`src/rtl/mips_cpu_fetch.sv`:
```
// mips_cpu_fetch: single-outstanding instruction fetch stage for a MIPS core.
// Reads the word at pc over a wait-request bus, holds it in an instruction
// register until downstream consumes it, and locks up on a misaligned pc.
//
// Optional feature: define FETCH_BYTESWAP_EN to byte-reverse the bus word on
// capture (for a bus of the opposite endianness). Default build stores the
// bus word unchanged.
//
// Handshake summary: a bus read completes in a cycle where mem_read=1 and
// mem_waitrequest=0; address and strobe are held while waitrequest is high.
// Downstream consumes the held instruction with advance=1 while
// instr_valid=1; the PC stage must hold pc whenever stall=1.
module mips_cpu_fetch (
  input  logic        clk,
  input  logic        reset,
  input  logic [31:0] pc,
  output logic        stall,
  output logic [31:0] mem_address,
  output logic        mem_read,
  input  logic        mem_waitrequest,
  input  logic [31:0] mem_readdata,
  input  logic        advance,
  output logic        instr_valid,
  output logic [31:0] instr,
  output logic [5:0]  opcode,
  output logic [4:0]  rs,
  output logic [4:0]  rt,
  output logic [4:0]  rd,
  output logic [4:0]  sa,
  output logic [5:0]  funct,
  output logic [15:0] offset,
  output logic [25:0] target,
  output logic        fault,
  output logic [1:0]  dbg_state
);

  typedef enum logic [1:0] {
    IDLE  = 2'd0,
    REQ   = 2'd1,
    VALID = 2'd2,
    FAULT = 2'd3
  } state_t;

  state_t      state_q, state_d;
  logic [31:0] instr_q, instr_d;
  logic        pc_aligned;
  logic [31:0] capture_word;

  assign pc_aligned = (pc[1:0] == 2'b00);

`ifdef FETCH_BYTESWAP_EN
  assign capture_word = {mem_readdata[7:0], mem_readdata[15:8],
                         mem_readdata[23:16], mem_readdata[31:24]};
`else
  assign capture_word = mem_readdata;
`endif

  // Next-state and instruction-register load selection.
  always_comb begin
    state_d = state_q;
    instr_d = instr_q;
    case (state_q)
      IDLE:  state_d = REQ;
      REQ: begin
        if (!pc_aligned) begin
          state_d = FAULT;
        end else if (!mem_waitrequest) begin
          state_d = VALID;
          instr_d = capture_word;
        end
      end
      VALID: if (advance) state_d = REQ;
      FAULT: state_d = FAULT;
      default: state_d = IDLE;
    endcase
  end

  // State and instruction register; reset abandons any read in flight.
  always_ff @(posedge clk or posedge reset) begin
    if (reset) begin
      state_q <= IDLE;
      instr_q <= 32'h0;
    end else begin
      state_q <= state_d;
      instr_q <= instr_d;
    end
  end

  // Bus and pipeline outputs decoded from the registered state.
  assign mem_address = pc;
  assign mem_read    = (state_q == REQ) && pc_aligned;
  assign instr_valid = (state_q == VALID);
  assign stall       = (state_q != VALID);
  assign fault       = (state_q == FAULT);
  assign dbg_state   = state_q;

  // Fixed MIPS field slices of the stored instruction.
  assign instr  = instr_q;
  assign opcode = instr_q[31:26];
  assign rs     = instr_q[25:21];
  assign rt     = instr_q[20:16];
  assign rd     = instr_q[15:11];
  assign sa     = instr_q[10:6];
  assign funct  = instr_q[5:0];
  assign offset = instr_q[15:0];
  assign target = instr_q[25:0];

endmodule

```
`config.mk`:
```
export PLATFORM = sky130hd
export DESIGN_NAME = mips_cpu_fetch
export DESIGN_NICKNAME = d
export VERILOG_FILES = /design/src/rtl/mips_cpu_fetch.sv
export SDC_FILE = /design/constraint.sdc
export NUM_CORES = 1
export LEC_CHECK = 0
export BUFFER_PORTS_ARGS = -buffer_cell sky130_fd_sc_hd__buf_2
export CAP_MARGIN = 20
export CELL_PAD_IN_SITES_DETAIL_PLACEMENT = 1
export CELL_PAD_IN_SITES_GLOBAL_PLACEMENT = 1
export CORE_ASPECT_RATIO = 0.8
export CORE_UTILIZATION = 28
export CTS_BUF_LIST = sky130_fd_sc_hd__clkbuf_4
export DETAILED_ROUTE_END_ITERATION = 10
export HOLD_SLACK_MARGIN = 0.02
export PLACE_DENSITY = 0.95
export SLEW_MARGIN = 15
export SYNTH_ARGS = -nofsm -noshare
export SYNTH_HDL_FRONTEND = slang
export SYNTH_SLANG_ARGS = --single-unit
```
`constraint.sdc`:
```
create_clock -name clk -period 3.4 [get_ports clk]
set_clock_uncertainty 0.2 [all_clocks]
set_input_delay 0.17 -clock clk [delete_from_list [all_inputs] [get_ports clk]]
set_output_delay 0.17 -clock clk [all_outputs]
set_load 0.03 [all_outputs]
```
==> run summary, run 1 <==
The total number of vias is 1,454, and the post-detailed-route count of antenna-violating nets is 0. In the final routed layout, each cell accounts on average for 13.8 µm. The share of the clock period used by the worst path is 0.695, and the number of H-tree levels is 2.

The final layout contains 340 nets. The run gives 0.000143 V as the highest ir drop seen on vdd. The critical path goes through nor4b_4, and2b_2, buf_4, mux2_4. For the number of clock sinks, the log shows 34. The number of gates resized after cts came out at 0.

The logs give 7.53 mm for the global-route wire length before repair and 0.00760 mm² for the area of the core region. Clock latency on the worst-skew pair, taken at its later pin, is 0.31 ns. Slowest library cell on the worst path: sky130_fd_sc_hd__and2b_2. For the number of buffers inserted during clock tree synthesis, the log shows 5. Adder and majority cell fraction of the synthesized area: 0. The multiplexer fraction of the synthesized cell area is 0.208, and the initial antenna violation count is 0. The die covers 0.00842 mm². The tools report the register-to-register setup slack as 1.04 ns. In this run, synthesis produced a sequential element count of 34.

The wire-length estimate of the detail-placed layout is 3.54 mm. The global-route total usage across every layer was 0.119. Timing would allow up to 423 MHz. The final-report setup violation count was 0.

The run finished with clean final reports. Port buffering added 151 buffers. Yosys mapped the design onto 13 distinct sky130hd cell types.

The fraction of final layout cells sized beyond drive strength 1 came out at 0.714. Compound-gate portion of the synthesized area: 0.00388. The floorplan has 28 rows. STA puts the critical path data arrival time at 2.37 ns. Final count of hold timing violations: 0. Across the run, the number of max-cap violations was 0. The tools report the via count of the first global-routing pass as 1,490. The top-area cell type share of the netlist area is 0.377. 0 antenna diodes ended up in the layout. For this design the static power due to leakage is 1.63 nW. At the pin with the least slew margin, the transition time is 0.558 ns. The die is 102 µm wide. The synthesized area divided by synthesized cell count was 12.2 µm²; the area added between synthesis and finish was 20.3%. From bottom edge to top edge, the die measures 82.3 µm.

The largest single stage delay on the critical path is 0.56 ns. For the worst setup path, the data required time is 3.41 ns. The finished layout holds 378 standard cells, fillers aside. The largest total area in the synthesized netlist belongs to sky130_fd_sc_hd__dfrtp_1. The share of the yosys chip area belonging to registers was 0.377.

The worst register-to-register path ends at instr[9]$_DFFE_PP0P_. The run gives 0 as the total grt overflow. STA classifies the critical path endpoint as a flop. TritonCTS built the clock tree. The clock slew at the register clock pins of the worst setup and hold paths was 0.10 ns; the share of synthesized cell area in and, or, nand and nor gates was 0.0228. The placed instance count was 334. The worst hold path stage count is 0. In this run the worst path has a maximum fanout of 18.

The tools report the number of max-slew violations in the final report as 0. Setup repair after global routing left no endpoint under its margin. The tree is rooted in a sky130_fd_sc_hd__clkbuf_4. The tools report the initial cell density of the core as 0.297. After filler insertion, the fill cell instance count of the layout stands at 872. Dividing the detail-routed via count by the number of cells gives 3.85.

Pin count of the biggest net entering global routing: 35. The critical path is of the reg -> reg type. After synthesis, the largest family of logic cells by area is buffers and inverters. The run gives 0.357 as the end-of-flow core utilization. The clock passes through at most 2 buffers.

After clock tree synthesis, the setup repair step added 0 buffers. The tools report the count of warnings emitted by yosys as 0. The first-iteration detailed-routing DRC count was 21; the final RePlAce weighted congestion was 0.663. 212 I/O pins were placed. The cell area that synthesis handed to floorplanning was 0.00225 mm².

The worst hold path begins at pc[18]. The final wirelength is 5.23 mm, and the final period demand of the worst path is 2.36 ns. The worst hold path terminates at mem_address[18]. The number of nets handed over by synthesis was 253. The xor and xnor area share after synthesis was 0.

In this run the critical register-to-register path is launched from dbg_state[1]$_DFFE_PP0P_. For the worst flop-to-flop path, the logic depth is 4. After detailed routing, the number of remaining DRC violations is 0. The synthesized netlist cell count came out at 185. Class of the tightest hold or removal check: in -> out. The final total negative setup slack was 0 ns.

Ranked by total cell area, the synthesized netlist is headed by sky130_fd_sc_hd__dfrtp_1, sky130_fd_sc_hd__buf_4, sky130_fd_sc_hd__mux2_4, sky130_fd_sc_hd__buf_12, sky130_fd_sc_hd__mux2_2. STA classifies the critical path startpoint as a flop. For the tightest slew margin relative to the limit, the log shows 0.628. Before antenna repair, the detailed router went through 3 iterations. The cell area power density works out to 364 mW/mm².
-- metrics by stage --
step	hold WS, ns	setup WS [ns]	instance area, µm²	power [mW]
finish	0.140	1.04	2710	0.988
floorplan	0.0550	1.21	2250	0.777
global placement	0.0906	1.12	2300	0.737
detailed placement	0.111	0.989	2300	0.744
global route	0.140	0.901	2710	1.05
CTS	0.140	0.974	2710	1.01
-- worst max path at each step --
stage / from / to / depth (start not counted)
after CTS: dbg_state[1]$_DFFE_PP0P_ / instr[9]$_DFFE_PP0P_ / 4
after global routing: dbg_state[1]$_DFFE_PP0P_ / instr[9]$_DFFE_PP0P_ / 4
after detailed placement: dbg_state[1]$_DFFE_PP0P_ / instr[26]$_DFFE_PP0P_ / 4
after global placement: dbg_state[1]$_DFFE_PP0P_ / instr[28]$_DFFE_PP0P_ / 4
after floorplan: dbg_state[1]$_DFFE_PP0P_ / instr[10]$_DFFE_PP0P_ / 5
final: dbg_state[1]$_DFFE_PP0P_ / instr[9]$_DFFE_PP0P_ / 4
-- power breakdown --
part	switching [mW]	total (mW)	internal [mW]
logic	0.203	0.318	0.115
registers	0.0222	0.447	0.425
clock network	0.136	0.222	0.0858
total	0.361	0.988	0.627
-- cells by family after synthesis --
| group | count (synthesis) |
|---|---|
| simple gates | 6 |
| flops | 34 |
| mux | 32 |
| compound gates | 1 |
| buf+inv | 112 |
-- critical path, delay by kind of cell (launching register included) --
kind                   cells  cell delay [ns]
buffers and inverters      1             0.38
DFF                        1             0.44
muxes                      1             0.33
and+or+nand+nor            2             0.89
-- routing by layer --
| layer | routed length, µm | global-route usage |
|---|---|---|
| met1 | 1910 | 0.122 |
| met2 | 2910 | 0.236 |
| met3 | 372 | 0.0354 |
| met4 | 29 | 0.0329 |
| met5 | 0 | 0 |
-- final cells by class --
type | instances | area (µm²) | share of cell area
Multi-Input combinational cell | 39 | 531 | 0.196
Clock buffer | 6 | 45.0 | 0.0166
Timing Repair Buffer | 190 | 1140 | 0.420
Clock inverter | 2 | 8.76 | 0.00323
Inverter | 2 | 7.51 | 0.00277
Tap cell | 105 | 131 | 0.0484
Sequential cell | 34 | 851 | 0.314
-- layout by cell type, fill, tap and decap left out --
master,instances
sky130_fd_sc_hd__mux2_4,29
sky130_fd_sc_hd__clkinv_2,1
sky130_fd_sc_hd__buf_4,3
sky130_fd_sc_hd__and2b_2,1
sky130_fd_sc_hd__a2bb2oi_1,1
sky130_fd_sc_hd__dfrtp_1,34
sky130_fd_sc_hd__buf_2,151
sky130_fd_sc_hd__nor2_1,2
sky130_fd_sc_hd__inv_1,2
sky130_fd_sc_hd__clkinv_1,1
sky130_fd_sc_hd__dlygate4sd3_1,36
sky130_fd_sc_hd__nor4b_4,1
sky130_fd_sc_hd__mux2_2,3
sky130_fd_sc_hd__and2_1,1
sky130_fd_sc_hd__clkbuf_4,6
sky130_fd_sc_hd__nor2b_1,1
-- registers in the layout, indices dropped and copies added (netlist names) --
register   flops
dbg_state      2
instr         32
-- repair_timing --
item / in CTS / in global routing
endpoints found under the setup margin: 0 / 0
hold buffers: 36 / 0
endpoints found under the hold margin: 68 / 0
-- cells in the mapped netlist --
| cell type | count |
|---|---|
| sky130_fd_sc_hd__buf_4 | 106 |
| sky130_fd_sc_hd__dfrtp_1 | 34 |
| sky130_fd_sc_hd__mux2_4 | 29 |
| sky130_fd_sc_hd__buf_12 | 3 |
| sky130_fd_sc_hd__mux2_2 | 3 |
| sky130_fd_sc_hd__inv_1 | 2 |
| sky130_fd_sc_hd__nor2_1 | 2 |
| sky130_fd_sc_hd__a2bb2oi_1 | 1 |
| sky130_fd_sc_hd__and2_1 | 1 |
| sky130_fd_sc_hd__and2b_1 | 1 |
| sky130_fd_sc_hd__buf_6 | 1 |
| sky130_fd_sc_hd__nor2b_1 | 1 |
| sky130_fd_sc_hd__nor4b_4 | 1 |
No activity file was read; power rests on OpenSTA's default activity.
==> run 2: changes to the inputs <==
CORE_UTILIZATION = 26   (was 28)
PLACE_DENSITY = 0.94   (was 0.95)
clock period = 2.3 ns   (was 3.4 ns; I/O delays follow)
==> run summary, run 2 (synthesis results as in run 1) <==
The post-detailed-route count of antenna-violating nets was 0 (unchanged); the largest stage delay on the critical path was 0.45 ns (-0.11 ns). The number of vias per cell came out at 3.89 (+1.0%). The worst setup path is captured at a flop. The run gives 36 (unchanged) as the number of buffers inserted by hold repair at cts. The tools report the final-report setup violation count as 0 (unchanged).

The highest attainable clock frequency came out at 523 MHz (+24%). The via count of the first global-routing pass is 1,554 (+4.3%). The final wirelength came out at 5.16 mm (-1.3%). The run gives 3.51 mm (-0.70%) as the half-perimeter wire length of the detailed placement result.

On the critical path, the stage with the largest delay is an instance of sky130_fd_sc_hd__dfrtp_1. The post-CTS setup repair buffer count is 0 (unchanged). Walking the worst path, the cells encountered are nor4b_4, and2b_2, buf_12, mux2_2.

The total DRC errors in the routed layout is 0 (unchanged). The run finished with clean final reports. The critical path arrival was 1.93 ns (-0.44 ns); the total power draw was 1.44 mW (+45%). The critical path startpoint category is a flop. The measured slew at the worst slew-check pin is 0.749 ns (+0.191 ns), and the number of H-tree levels is 2 (unchanged). The flip-flop count of the largest register after layout was 32 (unchanged).

The highest ir drop seen on vdd is 0.000193 V (+35%). Setup repair after global routing left no endpoint under its margin. The average wire per standard cell was 13.6 µm (-1.3%).

The tools report the number of gates resized after cts as 0 (unchanged). TritonCTS built the clock tree. The cell area power density was 528 mW/mm² (+45%). The tightest slew margin relative to the limit was 0.500 (-0.128); the number of antenna cells inserted was 0 (unchanged).

The number of ports placed on the die boundary came out at 212 (unchanged). The count of max-cap constraint violations is 0 (unchanged). The fraction of final layout cells sized beyond drive strength 1 works out to 0.711 (-0.00317). The area added between synthesis and finish was 20.7%; the number of clock sinks was 34 (unchanged). Die boundary width: 106 µm (+3.7%). The required time reported for the critical path endpoint is 2.32 ns (-1.09 ns). The area of the core region is 0.00816 mm² (+7.4%). The final RePlAce weighted congestion was 0.694 (+4.6%); the final count of hold timing violations was 0 (unchanged).

The worst-path maximum fanout was 33 (+15); the final period demand of the worst path was 1.91 ns (-0.451 ns). The tools report the number of buffers inserted during clock tree synthesis as 5 (unchanged). The tools report the source-to-sink clock delay at the later pin of the worst-skew pair as 0.32 ns (about the same). The leading cell type in the layout, fill and taps excluded is sky130_fd_sc_hd__buf_2.

The post-placement setup slack was 0.402 ns (-0.587 ns). Slack of the critical path: 0.387 ns (-0.649 ns). Leaving out fill and tap cells, the most frequent cells in the layout are sky130_fd_sc_hd__buf_2, sky130_fd_sc_hd__dlygate4sd3_1, sky130_fd_sc_hd__dfrtp_1. The count of input and output buffers was 151 (unchanged). The initial cell density of the core is 0.276 (-0.0204), and the global-route wire length before repair is 7.78 mm (+3.4%).

The run gives 0 (unchanged) as the initial antenna violation count. The clock slew at the register clock pins of the worst setup and hold paths works out to 0.11 ns (about the same). The count of TritonRoute iterations in the first routing pass is 4 (+1), and the global-route total usage across every layer is 0.112 (-0.00758).

For the post-layout net count, the log shows 339 (-0.29%). The total number of vias is 1,469 (+1.0%), and the first-iteration detailed-routing DRC count is 31 (+48%). The cell row count is 29 (+3.6%), and the number of max-slew violations in the final report is 0 (unchanged). The critical path is of the reg -> reg type.

Pin count of the biggest net entering global routing: 34 (-2.9%). The reported leakage power was 1.62 nW (-0.41%). The logs give 0.00905 mm² (+7.5%) for the area of the die and 0 (unchanged) for the total grt overflow.

The final total negative setup slack is 0 ns (unchanged). The floorplan die height came out at 85.3 µm (+3.7%). The class of the tightest hold or removal check was in -> out.

Clock root buffer: sky130_fd_sc_hd__clkbuf_4. The share of the clock period used by the worst path works out to 0.832 (+0.136). The largest buffer count on any clock path came out at 2 (unchanged).
## run 2: changes by cell type in the layout (fill, tap and decap cells not counted)
cell                       delta
sky130_fd_sc_hd__buf_12       +2
sky130_fd_sc_hd__buf_4        -3
sky130_fd_sc_hd__clkbuf_4     -1
sky130_fd_sc_hd__clkinv_2     -1
## run 2: where the power goes
part | internal [mW] | total [mW] | switching, mW
combinational | 0.173 | 0.472 | 0.299
clock | 0.105 | 0.303 | 0.198
sequential | 0.629 | 0.662 | 0.0329
total | 0.906 | 1.44 | 0.530
## run 2: worst max-delay path: cells and delay by family, from the launching register on
kind                   cells  cell delay, ns
buffers and inverters      1            0.25
DFF                        1            0.45
muxes                      1            0.36
and+or+nand+nor            2            0.53
## run 2: metal layers
layer / global-route usage / share of wire / vias up
met5: 0 / 0 / -
met4: 0.0379 / 0.0074 / 0
met3: 0.0361 / 0.078 / 8
met2: 0.226 / 0.56 / 105
met1: 0.104 / 0.35 / 703
li1: - / - / 653
## run 2: worst paths after layout
check / startpoint / end / slack, ns / depth (start not counted)
worst max-delay path: dbg_state[1]$_DFFE_PP0P_ / instr[29]$_DFFE_PP0P_ / 0.39 / 4
worst min-delay path: pc[11] / mem_address[11] / 0.03 / 0
worst max register to register: dbg_state[1]$_DFFE_PP0P_ / instr[29]$_DFFE_PP0P_ / 0.39 / 4
worst min register to register: instr[29]$_DFFE_PP0P_ / instr[29]$_DFFE_PP0P_ / 0.35 / 1
max in group asynchronous: reset / instr[27]$_DFFE_PP0P_ / 1.08 / 4
min in group asynchronous: reset / instr[4]$_DFFE_PP0P_ / 0.26 / 3
## run 2: final cells by class
type | count | area (µm²)
fill | 958 | 5440
tap | 108 | 135
multi-input combinational | 39 | 531
clock inverter | 1 | 3.75
clock buffer | 5 | 37.5
timing repair buffer | 189 | 1160
sequential | 34 | 851
inverter | 2 | 7.51
## run 2: through the flow
| stage | instance area [µm²] | hold slack [ns] | instances | utilization |
|---|---|---|---|---|
| 2_1_floorplan | 2250 | -0.0000475 | 185 | - |
| 3_5_place_dp | 2320 | 0.0302 | 336 | 0.284 |
| 5_1_grt | 2720 | 0.0300 | 378 | 0.333 |
| 3_3_place_gp | 2320 | 0.0302 | 336 | 0.284 |
| 4_1_cts | 2720 | 0.0302 | 378 | 0.333 |
| 6_report | 2720 | 0.0300 | 378 | 0.333 |
